**src/rtl/wbc_iak_pkg.sv**
```systemverilog
// Shared definitions for the Wishbone interrupt-acknowledge initiator:
// state encoding, default vector mask and guard length.
package wbc_iak_pkg;

    typedef enum logic [2:0] {
        ST_IDLE  = 3'd0,
        ST_VSTB  = 3'd1,
        ST_VRDY  = 3'd2,
        ST_USTB  = 3'd3,
        ST_GUARD = 3'd4
    } state_t;

    localparam logic [15:0] VMSK_DEF  = 16'o000774;
    localparam int unsigned GUARD_LEN = 2;
    localparam int unsigned CNT_W     = 8;

    // True for the two states that drive the strobe toward the controller.
    function automatic logic is_strobe(input state_t st);
        return (st == ST_VSTB) || (st == ST_USTB);
    endfunction

endpackage

```
**src/rtl/wbc_iak.sv**
```systemverilog
// Interrupt-acknowledge / unaddressed-read initiator between the core's trap
// sequencer and the vectored interrupt controller; all outputs registered.
module wbc_iak
    import wbc_iak_pkg::*;
#(
    parameter int          TOUT = 16,
    parameter logic [15:0] VMSK = VMSK_DEF
) (
    input  logic        wb_clk_i,
    input  logic        wb_rst_i,
    input  logic        wb_irq_i,
    output logic        wb_stb_o,
    output logic        wb_una_o,
    input  logic [15:0] wb_dat_i,
    input  logic        wb_ack_i,
    input  logic        cpu_ena_i,
    output logic        cpu_req_o,
    output logic [15:0] cpu_vec_o,
    input  logic        cpu_ack_i,
    input  logic        una_req_i,
    output logic [15:0] una_dat_o,
    output logic        una_rdy_o,
    output logic        err_o
);

    // Last strobe clock before timeout, and the saturation ceiling.
    localparam logic [CNT_W-1:0] TMO_LAST = CNT_W'(TOUT - 1);
    localparam logic [CNT_W-1:0] TMO_SAT  = CNT_W'(TOUT);
    localparam logic [1:0]       GRD_LAST = 2'(GUARD_LEN - 1);

    state_t             state_r;
    state_t             state_nxt_s;
    logic [CNT_W-1:0]   tmo_cnt_r;
    logic [CNT_W-1:0]   tmo_nxt_s;
    logic [1:0]         grd_cnt_r;
    logic [1:0]         grd_nxt_s;

    logic               stb_r;
    logic               una_r;
    logic               req_r;
    logic               rdy_r;
    logic               err_r;
    logic [15:0]        vec_r;
    logic [15:0]        udat_r;

    logic               stb_nxt_s;
    logic               una_nxt_s;
    logic               req_nxt_s;
    logic               rdy_nxt_s;
    logic               err_nxt_s;
    logic [15:0]        vec_nxt_s;
    logic [15:0]        udat_nxt_s;

    // Next-state, counter and registered-output decode.
    always_comb begin
        state_nxt_s = state_r;
        tmo_nxt_s   = tmo_cnt_r;
        grd_nxt_s   = grd_cnt_r;
        vec_nxt_s   = vec_r;
        udat_nxt_s  = udat_r;
        rdy_nxt_s   = 1'b0;
        err_nxt_s   = 1'b0;

        case (state_r)
            ST_IDLE: begin
                grd_nxt_s = 2'd0;
                tmo_nxt_s = {CNT_W{1'b0}};
                // A pending unaddressed read takes priority over the interrupt.
                if (una_req_i) begin
                    state_nxt_s = ST_USTB;
                end else if (wb_irq_i && cpu_ena_i) begin
                    state_nxt_s = ST_VSTB;
                end else begin
                    state_nxt_s = ST_IDLE;
                end
            end

            ST_VSTB: begin
                if (wb_ack_i) begin
                    vec_nxt_s   = wb_dat_i & VMSK;
                    state_nxt_s = ST_VRDY;
                end else if (tmo_cnt_r >= TMO_LAST) begin
                    err_nxt_s   = 1'b1;
                    grd_nxt_s   = 2'd0;
                    state_nxt_s = ST_GUARD;
                end else if (tmo_cnt_r < TMO_SAT) begin
                    tmo_nxt_s   = tmo_cnt_r + {{(CNT_W-1){1'b0}}, 1'b1};
                end else begin
                    tmo_nxt_s   = tmo_cnt_r;
                end
            end

            ST_VRDY: begin
                if (cpu_ack_i) begin
                    grd_nxt_s   = 2'd0;
                    state_nxt_s = ST_GUARD;
                end else begin
                    state_nxt_s = ST_VRDY;
                end
            end

            ST_USTB: begin
                if (wb_ack_i) begin
                    udat_nxt_s  = wb_dat_i;
                    rdy_nxt_s   = 1'b1;
                    grd_nxt_s   = 2'd0;
                    state_nxt_s = ST_GUARD;
                end else if (tmo_cnt_r >= TMO_LAST) begin
                    err_nxt_s   = 1'b1;
                    grd_nxt_s   = 2'd0;
                    state_nxt_s = ST_GUARD;
                end else if (tmo_cnt_r < TMO_SAT) begin
                    tmo_nxt_s   = tmo_cnt_r + {{(CNT_W-1){1'b0}}, 1'b1};
                end else begin
                    tmo_nxt_s   = tmo_cnt_r;
                end
            end

            ST_GUARD: begin
                // Request line is deliberately not looked at while the controller re-arbitrates.
                if (grd_cnt_r == GRD_LAST) begin
                    grd_nxt_s   = 2'd0;
                    state_nxt_s = ST_IDLE;
                end else begin
                    grd_nxt_s   = grd_cnt_r + 2'd1;
                    state_nxt_s = ST_GUARD;
                end
            end

            default: begin
                grd_nxt_s   = 2'd0;
                tmo_nxt_s   = {CNT_W{1'b0}};
                state_nxt_s = ST_IDLE;
            end
        endcase

        stb_nxt_s = is_strobe(state_nxt_s);
        una_nxt_s = (state_nxt_s == ST_USTB);
        req_nxt_s = (state_nxt_s == ST_VRDY);
    end

    // State, counters and all outputs; reset clears everything immediately.
    always_ff @(posedge wb_clk_i or posedge wb_rst_i) begin
        if (wb_rst_i) begin
            state_r   <= ST_IDLE;
            tmo_cnt_r <= {CNT_W{1'b0}};
            grd_cnt_r <= 2'd0;
            stb_r     <= 1'b0;
            una_r     <= 1'b0;
            req_r     <= 1'b0;
            rdy_r     <= 1'b0;
            err_r     <= 1'b0;
            vec_r     <= 16'h0000;
            udat_r    <= 16'h0000;
        end else begin
            state_r   <= state_nxt_s;
            tmo_cnt_r <= tmo_nxt_s;
            grd_cnt_r <= grd_nxt_s;
            stb_r     <= stb_nxt_s;
            una_r     <= una_nxt_s;
            req_r     <= req_nxt_s;
            rdy_r     <= rdy_nxt_s;
            err_r     <= err_nxt_s;
            vec_r     <= vec_nxt_s;
            udat_r    <= udat_nxt_s;
        end
    end

    assign wb_stb_o  = stb_r;
    assign wb_una_o  = una_r;
    assign cpu_req_o = req_r;
    assign cpu_vec_o = vec_r;
    assign una_dat_o = udat_r;
    assign una_rdy_o = rdy_r;
    assign err_o     = err_r;

endmodule

```
**config.mk**
```make
export PLATFORM = sky130hd
export DESIGN_NAME = wbc_iak
export DESIGN_NICKNAME = d
export VERILOG_FILES = /design/src/rtl/wbc_iak_pkg.sv /design/src/rtl/wbc_iak.sv
export SDC_FILE = /design/constraint.sdc
export NUM_CORES = 1
export LEC_CHECK = 0
export BUFFER_PORTS_ARGS = -buffer_cell sky130_fd_sc_hd__clkbuf_2
export CAP_MARGIN = 20
export CORE_AREA = 2 2 76 78
export CTS_CLUSTER_SIZE = 24
export DETAILED_ROUTE_END_ITERATION = 10
export DIE_AREA = 0 0 78 80
export HOLD_SLACK_MARGIN = 0.06
export PLACE_DENSITY = 0.67
export SLEW_MARGIN = 15
export SYNTH_ARGS = -nofsm -noshare
export SYNTH_HDL_FRONTEND = slang
export SYNTH_SLANG_ARGS = --single-unit
export TNS_END_PERCENT = 10
```
**constraint.sdc**
```tcl
create_clock -name wb_clk_i -period 1.6 [get_ports wb_clk_i]
set_clock_uncertainty 0.15 [all_clocks]
set_input_delay 0.16 -clock wb_clk_i [delete_from_list [all_inputs] [get_ports wb_clk_i]]
set_output_delay 0.16 -clock wb_clk_i [all_outputs]
set_load 0.01 [all_outputs]
```
==> Yosys cells after proc, flatten, opt, wreduce, memory -nomap -nowiden <==
Cells that the tools add are included.
{ "word_totals": {"word_cells": 60, "out_inout_bits": 37, "ff_bits": 41} }
{ "classes": {"add_sub_neg": 2, "muxes": 23, "n_reduce_logical": 9, "bitwise_logic": 1, "order_cmp": 2, "eq_ne": 13} }
{ "op_table": {"columns": ["operator", "count"], "rows": [
  ["8-bit two-way mux", 3],
  ["8-bit one-hot mux with 2 select lines", 1],
  ["3-bit two-way mux", 5],
  ["3-bit one-hot mux with 5 select lines", 1],
  ["3-bit by 2-bit == test with 1-bit output (second input constant)", 4],
  ["2-bit two-way mux", 6],
  ["8-bit by 1-bit adder with 8-bit output (second input constant)", 1],
  ["8-bit by 4-bit >= comparator with 1-bit output (second input constant)", 1],
  ["8-bit by 5-bit less-than comparator with 1-bit output (second input constant)", 1],
  ["2-bit inequality test (second input constant)", 4],
  ["2-bit one-hot mux with 4 select lines", 1],
  ["3-bit by 1-bit == test with 1-bit output (second input constant)", 2],
  ["1-bit two-way mux", 6],
  ["2-bit AND reduction", 3],
  ["4-bit AND reduction", 1],
  ["2-bit OR reduction", 2],
  ["3-bit == test (second input constant)", 1],
  ["3-bit zero test", 1],
  ["2-bit by 1-bit adder with 2-bit output (second input constant)", 1],
  ["2-bit by 1-bit == test with 1-bit output (second input constant)", 1],
  ["2-bit by 1-bit inequality test with 1-bit output (second input constant)", 1],
  ["1-bit logical AND", 1],
  ["1-bit logical OR", 1],
  ["1-bit NOT", 1]
]} }

==> Depth between registers and ports, before layout <==
Gate-level depths: netlist (run 1).
{ "logic_depth": {"word_depth": 6, "mapped_depth": 6} }

==> Worst setup path after synthesis (run 1) <==
No wires, ideal clock.
{ "synth_timing": {"path_kind": "register to register", "startpoint": "register state_r[2]", "endpoint": "register udat_r[0], in the netlist una_dat_o[0]", "t_required_ns": 1.325, "n_path_buf": 3, "setup_time_ns": 0.125, "period_less_slack_ns": 1.732, "path_stages_with_launch": 6, "arrival_ns": 1.457, "slack_ns": -0.132, "path_cell_list": "dfrtp_1 > clkbuf_1 > or3_1 > buf_6 > buf_12 > mux2_4"} }
{ "synth_via": {"elab_chain_len": 2} }
{ "synth_rtl": {"columns": ["element", "line_no", "rtl"], "rows": [
  ["start: declaration", "wbc_iak.sv:31", "state_t state_r;"],
  ["start signal: assignment", "wbc_iak.sv:156", "state_r <= state_nxt_s;"],
  ["3-bit by 2-bit == test with 1-bit output", "wbc_iak.sv:64", "case (state_r)"],
  ["2-bit AND reduction (no source line)", null, null],
  ["end signal: assignment", "wbc_iak.sv:165", "udat_r <= udat_nxt_s;"],
  ["end: declaration", "wbc_iak.sv:44", "logic [15:0] udat_r;"]
]} }
Every way passes these cells.
A chain may end at the register's enable or synchronous reset.

==> Worst setup path in the final report (run 1) <==
{ "layout_timing": {"startpoint": "register tmo_cnt_r[5]", "endpoint": "register state_r[2]"} }
{ "layout_via": {"elab_chain_len": 4} }
{ "layout_rtl": {"columns": ["element", "line_no", "rtl"], "rows": [
  ["start: declaration", "wbc_iak.sv:33", "logic [CNT_W-1:0] tmo_cnt_r;"],
  ["start signal: assignment", "wbc_iak.sv:146", "tmo_cnt_r <= {CNT_W{1'b0}};"],
  ["start signal: assignment", "wbc_iak.sv:157", "tmo_cnt_r <= tmo_nxt_s;"],
  ["8-bit by 4-bit >= comparator with 1-bit output (*)", "wbc_iak.sv:82, wbc_iak.sv:108", null],
  ["3-bit two-way mux (*)", "wbc_iak.sv:82, wbc_iak.sv:108", null],
  ["3-bit two-way mux (on tied branches)", "wbc_iak.sv:103, wbc_iak.sv:79", null],
  ["3-bit one-hot mux with 5 select lines (*)", "wbc_iak.sv:64", null],
  ["net state_nxt_s[2]", "wbc_iak.sv:32", "state_t state_nxt_s;"]
]} }
Mark *: on every way through the listed nets, which the timed path passes. The rest lies on a longest branch.

==> results of run 1 <==
## logic make-up (layout without fill, tap and decap cells)
logic type	after synthesis	after routing	share of synthesized area, %
AOI/OAI and AO/OA	20	20	7.31
muxes	23	23	15.8
buffers and inverters	19	100	7.04
other	1	9	0.203
DFF	41	41	55.5
adders and majority gates	1	1	0.677
and+or+nand+nor	35	35	12.5
xor gates and xnor gates	2	2	0.948
## flip-flops by register name, summed over array words and instances, names as in the netlist
name	flops
una_rdy_o	1
cpu_vec_o	7
state_r	3
err_o	1
una_dat_o	16
tmo_cnt_r	8
wb_una_o	1
wb_stb_o	1
grd_cnt_r	2
cpu_req_o	1
## power by group through the flow
stage                     Sequential, mW  Combinational [mW]  Clock, mW
after floorplan                     1.80               0.864          0
after global placement              1.63                1.69          0
after detailed placement            1.65                1.71          0
after CTS                           1.63                1.76       1.02
after global routing                1.68                1.93       1.07
final                               1.63                1.78      0.980
## routing by layer
metal  up-vias  wire length (um)
met5         -                 0
met4         0                54
met3         5               260
met2        54              1910
met1       666              1680
li1        660                 -
## worst max-delay path: stages, from the launching register on
cell and delay [ps]:
dfrtp_1 400, nor4_4 380, buf_4 170, buf_4 100, nand2_1 40, o211ai_1 180
o21ai_0 110
## cell usage in the layout, fill, tap and decap left out, types with 2 or more instances in the layout
cell type	instances
a21oi_2	2
a21o_1	2
mux2_2	14
buf_4	20
a31oi_1	2
nand3_1	4
dfrtp_1	41
nand4b_1	2
and2_1	4
and3_2	2
dlygate4sd3_1	17
conb_1	9
clkbuf_2	50
o21ai_0	2
clkbuf_8	5
mux2_4	9
o211ai_1	2
bufinv_16	2
nand2_1	3
nand2b_1	3
and4b_1	2
nor2_1	5
a21oi_1	3
inv_1	3
## stage by stage
step | area, um2 | cells
after detailed placement | 2260 | 276
after global routing | 2600 | 303
after CTS | 2570 | 301
after floorplan | 1880 | 150
after global placement | 2260 | 276
final | 2600 | 303
## path summary, 6_finish.rpt
| path | startpoint | end | slack, ps |
|---|---|---|---|
| setup / recovery | tmo_cnt_r[5] | state_r[2] | -60 |
| hold / removal | cpu_ack_i | state_r[1] | 80 |
| setup reg to reg | tmo_cnt_r[5] | state_r[2] | -60 |
| hold reg to reg | grd_cnt_r[1] | grd_cnt_r[1] | 350 |
| max in group asynchronous | wb_rst_i | tmo_cnt_r[6] | 590 |
| min in group asynchronous | wb_rst_i | una_rdy_o | 360 |
## layout make-up
class / instances / area [um2] / area share [%]
Tap cell: 72 / 90.1 / 3.47
Sequential cell: 41 / 1030 / 39.5
Inverter: 4 / 15.0 / 0.578
Clock buffer: 5 / 68.8 / 2.65
Clock inverter: 3 / 68.8 / 2.65
Multi-Input combinational cell: 90 / 738 / 28.4
Timing Repair Buffer: 88 / 591 / 22.7
## timing repair
action	in CTS	in global routing
hold buffers	17	0
resized for setup	2	4
endpoints found under the setup margin	13	34
hold endpoints to repair	64	0
setup buffers	0	2
pin swaps	2	2
==> summary.md, run 1 <==
| Metric | Value |
|---|---|
| Worst slew margin | 66.5% |
| Vias per Instance | 4.57 |
| Fin. Hold Viols | 0 |
| Largest net degree at the start of global routing | 42 |
| Rows | 27 |
| Final TNS setup | -88.9 ps |
| Core region area | 0.00541 mm2 |
| Met1 usage in global routing | 15.1% |
| Startpoint types | flip-flop |
| Leak pwr | 1.34 nW |
| Final WS setup | -58.9 ps |
| Worst-path fanout max | 4 |
| H-tree Lvls | 2 |
| Synth Instances | 142 |
| Flops & latches, synth | 41 |
| First-pass GRT wire length | 6050 um |
| Yosys warns | 0 |
| I/O pins | 60 |
| Vias in the first global route | 1311 |
| Netlist cell types | 42 |
| Most numerous cell in the Yosys netlist | dfrtp_1 |
| Min-Delay Path Depth | 4 |
| P per Cell Area | 1690 mW/mm2 |
| Crit path time final | 1660 ps |
| Fraction of registers with async set/reset | 100% |
| Post-synth EDFFs | 0 |
| Final count of pins violating max slew | 0 |
| Setup Crit Path Kind | reg2reg |
| Grt ovf | 0 |
| Total power of the final layout | 4.39 mW |
| Max cap viols | 0 |
| Num CTS Buffers | 5 |
| Reg power frac | 37.2% |
| Final setup viols | 3 |
| Sequential share of the synthesized area | 55.5% |
| Max VDD drop | 0.000566 V |
| Post-synth top cells | 41 x dfrtp_1, 14 x mux2_2, 9 x buf_4, 9 x mux2_4 |
| Routability cong. | 0.779 |
| Reg clk slew, reported paths | 80 ps |
| RSZ-0062 raised after global routing | true |
| M2 GR Usage | 21.7% |
| Starting Density | 34.2% |
| Synth Flop Type | dfrtp_1 |
| Diodes inserted | 0 |
| Util after Layout | 48.1% |
| Clk_lat worst skew | 290 ps |
| Initial antenna violation count | 0 |
| Fmax | 603 MHz |
| GR Util met3 | 4.30% |
| CP endpoint kind | flip-flop |
| Share of the synthesized area in the top cell type | 55.5% |
| Pre-CTS setup slack | -41.2 ps |
| Status | complete, but fails checks |
| IO Port Bufs | 50 |
| Critical Path RT | 1620 ps |
| Cell taking the most area after synthesis | dfrtp_1 |
| Layout fillers | 495 |
| Top cells by area, synth | dfrtp_1 56%, mux2_2 8.5%, mux2_4 7.3%, buf_4 3.7%, a21oi_1 1.4% |
| Combinational share of power | 40.5% |
| Layout Nets | 254 |
| Clock tree buffer depth | 2 |
| Cell Int Power | 3.01 mW |
| Clock Power Share | 22.3% |
| CP arrival | 1680 ps |
| Tcrit/Tclk final | 104% |
| Total track usage | 12.8% |
| Failing checks | negative setup slack |
| DRT iter0 DRCs | 64 |
| Fraction of layout cells with a size suffix above 1 | 49.8% |
| Routed length per instance | 12.9 um |
| DPL Wire Length | 2620 um |
| Switching share of power | 31.5% |
| Die height | 80 um |
| DR DRC count | 0 |
| Vias post-DR | 1385 |
| Most Crowded Layer GR | met2 |
| Remaining antenna violation count | 0 |
| TritonCTS clock tree | built |
| Avg Synthesized Cell Area | 13.0 um2 |
| Cell Area, Synth | 0.00185 mm2 |
| Slew @ Worst Pin | 503 ps |
| Routed WL | 3900 um |
| Worst Hold Class | in2reg |
| Reg2reg path depth | 6 |
| DIE AREA | 0.00624 mm2 |
| Die X | 78 um |
| Root buffer cell | clkbuf_8 |
| Switching power | 1.38 mW |
| WHS | 83.7 ps |
| DRT Pass-1 Iters | 4 |
| CTS Sinks | 41 |
| P&R area growth vs syn | 40.6% |
(Power assumes the default switching activity.)
==> inputs of run 2 (changes only) <==
- SETUP_SLACK_MARGIN: not set -> 0.15
==> run 2 against run 1 <==
Net effect:
- the flow still finishes with violations (negative setup slack)
- core utilization up 0.79 points
- clock-buffer cell count unchanged
- non-clock buffer count is 1 lower
- maximum frequency increased by 2.0%
- setup slack better by 33 ps
- final cell count fell by 0.33%
- register-to-register slack improved by 30 ps
==> summary.md, run 2 (same netlist as run 1, synthesis figures left out) <==
| Metric | Value |
|---|---|
| Layout Nets | 253 (was 254) |
| Crit path time final | 1630 ps (was 1660 ps) |
| Clk_lat worst skew | 290 ps (about the same) |
| Cell area after layout | 0.00264 mm2 (was 0.00260 mm2) |
| DR DRC count | 0 (unchanged) |
| Reg clk slew, reported paths | 80 ps (about the same) |
| Vias post-DR | 1375 (was 1385) |
| Fraction of layout cells with a size suffix above 1 | 49.6% (was 49.8%) |
| Max cap viols | 0 (unchanged) |
| DRT iter0 DRCs | 61 (was 64) |
| Num CTS Buffers | 5 (unchanged) |
| Metal2 WL | 1830 um (was 1910 um) |
| Critical path's slowest cell | dfrtp_1 (unchanged) |
| Failing checks | negative setup slack (unchanged) |
| Final WS setup | -25.7 ps (was -58.9 ps) |
| Critical path buffers and inverters | 1 (was 2) |
| Pre-CTS setup slack | -41.2 ps (unchanged) |
| Max reg flops | 16 (unchanged) |
| Routability cong. | 0.779 (unchanged) |
| Starting Density | 34.2% (unchanged) |
| Worst Hold Class | in2reg (unchanged) |
| Combinational share of power | 41.9% (was 40.5%) |
| Placed Area | 0.00226 mm2 (unchanged) |
| Fmax | 615 MHz (was 603 MHz) |
| Fin. Hold Viols | 0 (unchanged) |
| DRT Pass-1 Iters | 4 (unchanged) |
| Status | complete, but fails checks (unchanged) |
| Initial antenna violation count | 0 (unchanged) |
| Util after Layout | 48.8% (was 48.1%) |
| DPL Wire Length | 2620 um (unchanged) |
| Tcrit/Tclk final | 102% (was 104%) |
| Max VDD drop | 0.000575 V (was 0.000566 V) |
| WHS | 92.1 ps (was 83.7 ps) |
| Worst slew margin | 66.2% (was 66.5%) |
| Slew @ Worst Pin | 507 ps (was 503 ps) |
| Root buffer cell | clkbuf_8 (unchanged) |
| Final TNS setup | -38.7 ps (was -88.9 ps) |
| Total track usage | 13.4% (was 12.8%) |
| Clock Power Share | 21.7% (was 22.3%) |
| I/O pins | 60 (unchanged) |
| P per Cell Area | 1710 mW/mm2 (was 1690 mW/mm2) |
| Register cell area after layout | 0.00103 mm2 (unchanged) |
| First-pass GRT wire length | 6330 um (was 6050 um) |
| CP endpoint kind | flip-flop (unchanged) |
| Rows | 27 (unchanged) |
| Die height | 80 um (unchanged) |
| Largest net degree at the start of global routing | 42 (unchanged) |
| DIE AREA | 0.00624 mm2 (unchanged) |
| Reg power frac | 36.3% (was 37.2%) |
| Cell mode on critical path | nor2_1 (was buf_4) |
| CP peak stage delay | 440 ps (was 400 ps) |
| Total power of the final layout | 4.52 mW (was 4.39 mW) |
| Most frequent cells in the layout | 50 x clkbuf_2, 41 x dfrtp_1, 18 x buf_4 (was 50 x clkbuf_2, 41 x dfrtp_1, 20 x buf_4) |
| Wire length on met1 | 1770 um (was 1680 um) |
| Startpoint types | flip-flop (unchanged) |
| CTS Sinks | 41 (unchanged) |
| Met3 routed WL | 250 um (was 260 um) |
| Layout fillers | 484 (was 495) |
| Critical Path RT | 1630 ps (was 1620 ps) |
| Final std cells w/o fill | 302 (was 303) |
| Commonest non-fill, non-tap cell in the layout | clkbuf_2 (unchanged) |
| CP arrival | 1660 ps (was 1680 ps) |
| Final setup viols | 2 (was 3) |
| Crit path max-delay family | flip-flops (was simple AND/OR/NAND/NOR gates) |
| Routed length per instance | 12.9 um (about the same) |
| RSZ-0062 raised after global routing | true (unchanged) |
| H-tree Lvls | 2 (unchanged) |
| TritonCTS clock tree | built (unchanged) |
| Remaining antenna violation count | 0 (unchanged) |
| Setup Crit Path Kind | reg2reg (unchanged) |
| Diodes inserted | 0 (unchanged) |
| Final count of pins violating max slew | 0 (unchanged) |
| Grt ovf | 0 (unchanged) |
| Leak pwr | 1.36 nW (was 1.34 nW) |
| Placed cells | 276 (unchanged) |
| Core region area | 0.00541 mm2 (unchanged) |
| Switching power | 1.43 mW (was 1.38 mW) |
| Vias per Instance | 4.55 (was 4.57) |
| Vias in the first global route | 1374 (was 1311) |
| IO Port Bufs | 50 (unchanged) |
| Max layer used | met4 (unchanged) |
| Worst-path fanout max | 8 (was 4) |
| Cell Int Power | 3.09 mW (was 3.01 mW) |
| Die X | 78 um (unchanged) |
| P&R area growth vs syn | 42.9% (was 40.6%) |
| Routed WL | 3910 um (was 3900 um) |
| Multi-input gate area | 785 um2 (was 738 um2) |
| Switching share of power | 31.6% (was 31.5%) |
| Clock tree buffer depth | 2 (unchanged) |
| Critical-path cell list | buf_4 -> nor2_1 -> nor2_1 -> a21bo_2 -> a32o_1 (was nor4_4 -> buf_4 -> buf_4 -> nand2_1 -> o211ai_1 -> o21ai_0) |
-- run 2: cell types whose count changed in the layout (fill, tap and decap cells not counted), sizes merged --
cell	before	now
buf	21	20
-- run 2: worst reg2reg max path, stage by stage, from the launching register on --
cell and delay (ps):
dfrtp_1 440, buf_4 190, nor2_1 200, nor2_1 110, a21bo_2 230, a32o_1 200
-- run 2: power groups by stage --
stage	Combinational, mW	Clock, mW	Sequential (mW)
2_1_floorplan	0.864	0	1.80
3_3_place_gp	1.69	0	1.63
3_5_place_dp	1.71	0	1.65
4_1_cts	1.87	1.02	1.63
5_1_grt	2.06	1.07	1.69
6_report	1.90	0.982	1.64
-- run 2: path summary, 6_finish.rpt --
path,from,end,slack [ps],cells past startpoint
max,state_r[0],tmo_cnt_r[1],-30,5
min,cpu_ack_i,state_r[1],90,4
max reg2reg,state_r[0],tmo_cnt_r[1],-30,5
min reg2reg,grd_cnt_r[1],grd_cnt_r[1],340,1
max in group asynchronous,wb_rst_i,tmo_cnt_r[3],580,4
min in group asynchronous,wb_rst_i,una_dat_o[9],370,4
-- run 2: layout make-up --
| class | count | share of cell area (%) |
|---|---|---|
| tap | 72 | 3.41 |
| clock buffer | 5 | 2.61 |
| inverter | 4 | 0.569 |
| timing repair buffer | 87 | 22.2 |
| sequential | 41 | 38.9 |
| clock inverter | 3 | 2.61 |
| multi-input combinational | 90 | 29.7 |
-- run 2: routing by layer --
| metal | up-vias | GRT usage, % |
|---|---|---|
| li1 | 655 | - |
| met1 | 664 | 16.4 |
| met2 | 51 | 22.2 |
| met3 | 5 | 4.19 |
| met4 | 0 | 4.74 |
| met5 | - | 0 |
-- run 2: repair_timing --
item / CTS / global route
hold endpoints to repair: 64 / 0
gates resized for setup: 16 / 1
hold buffers: 17 / 0
pin swaps: 8 / 3
setup endpoints to repair: 38 / 38
buffers inserted: 0 / 1
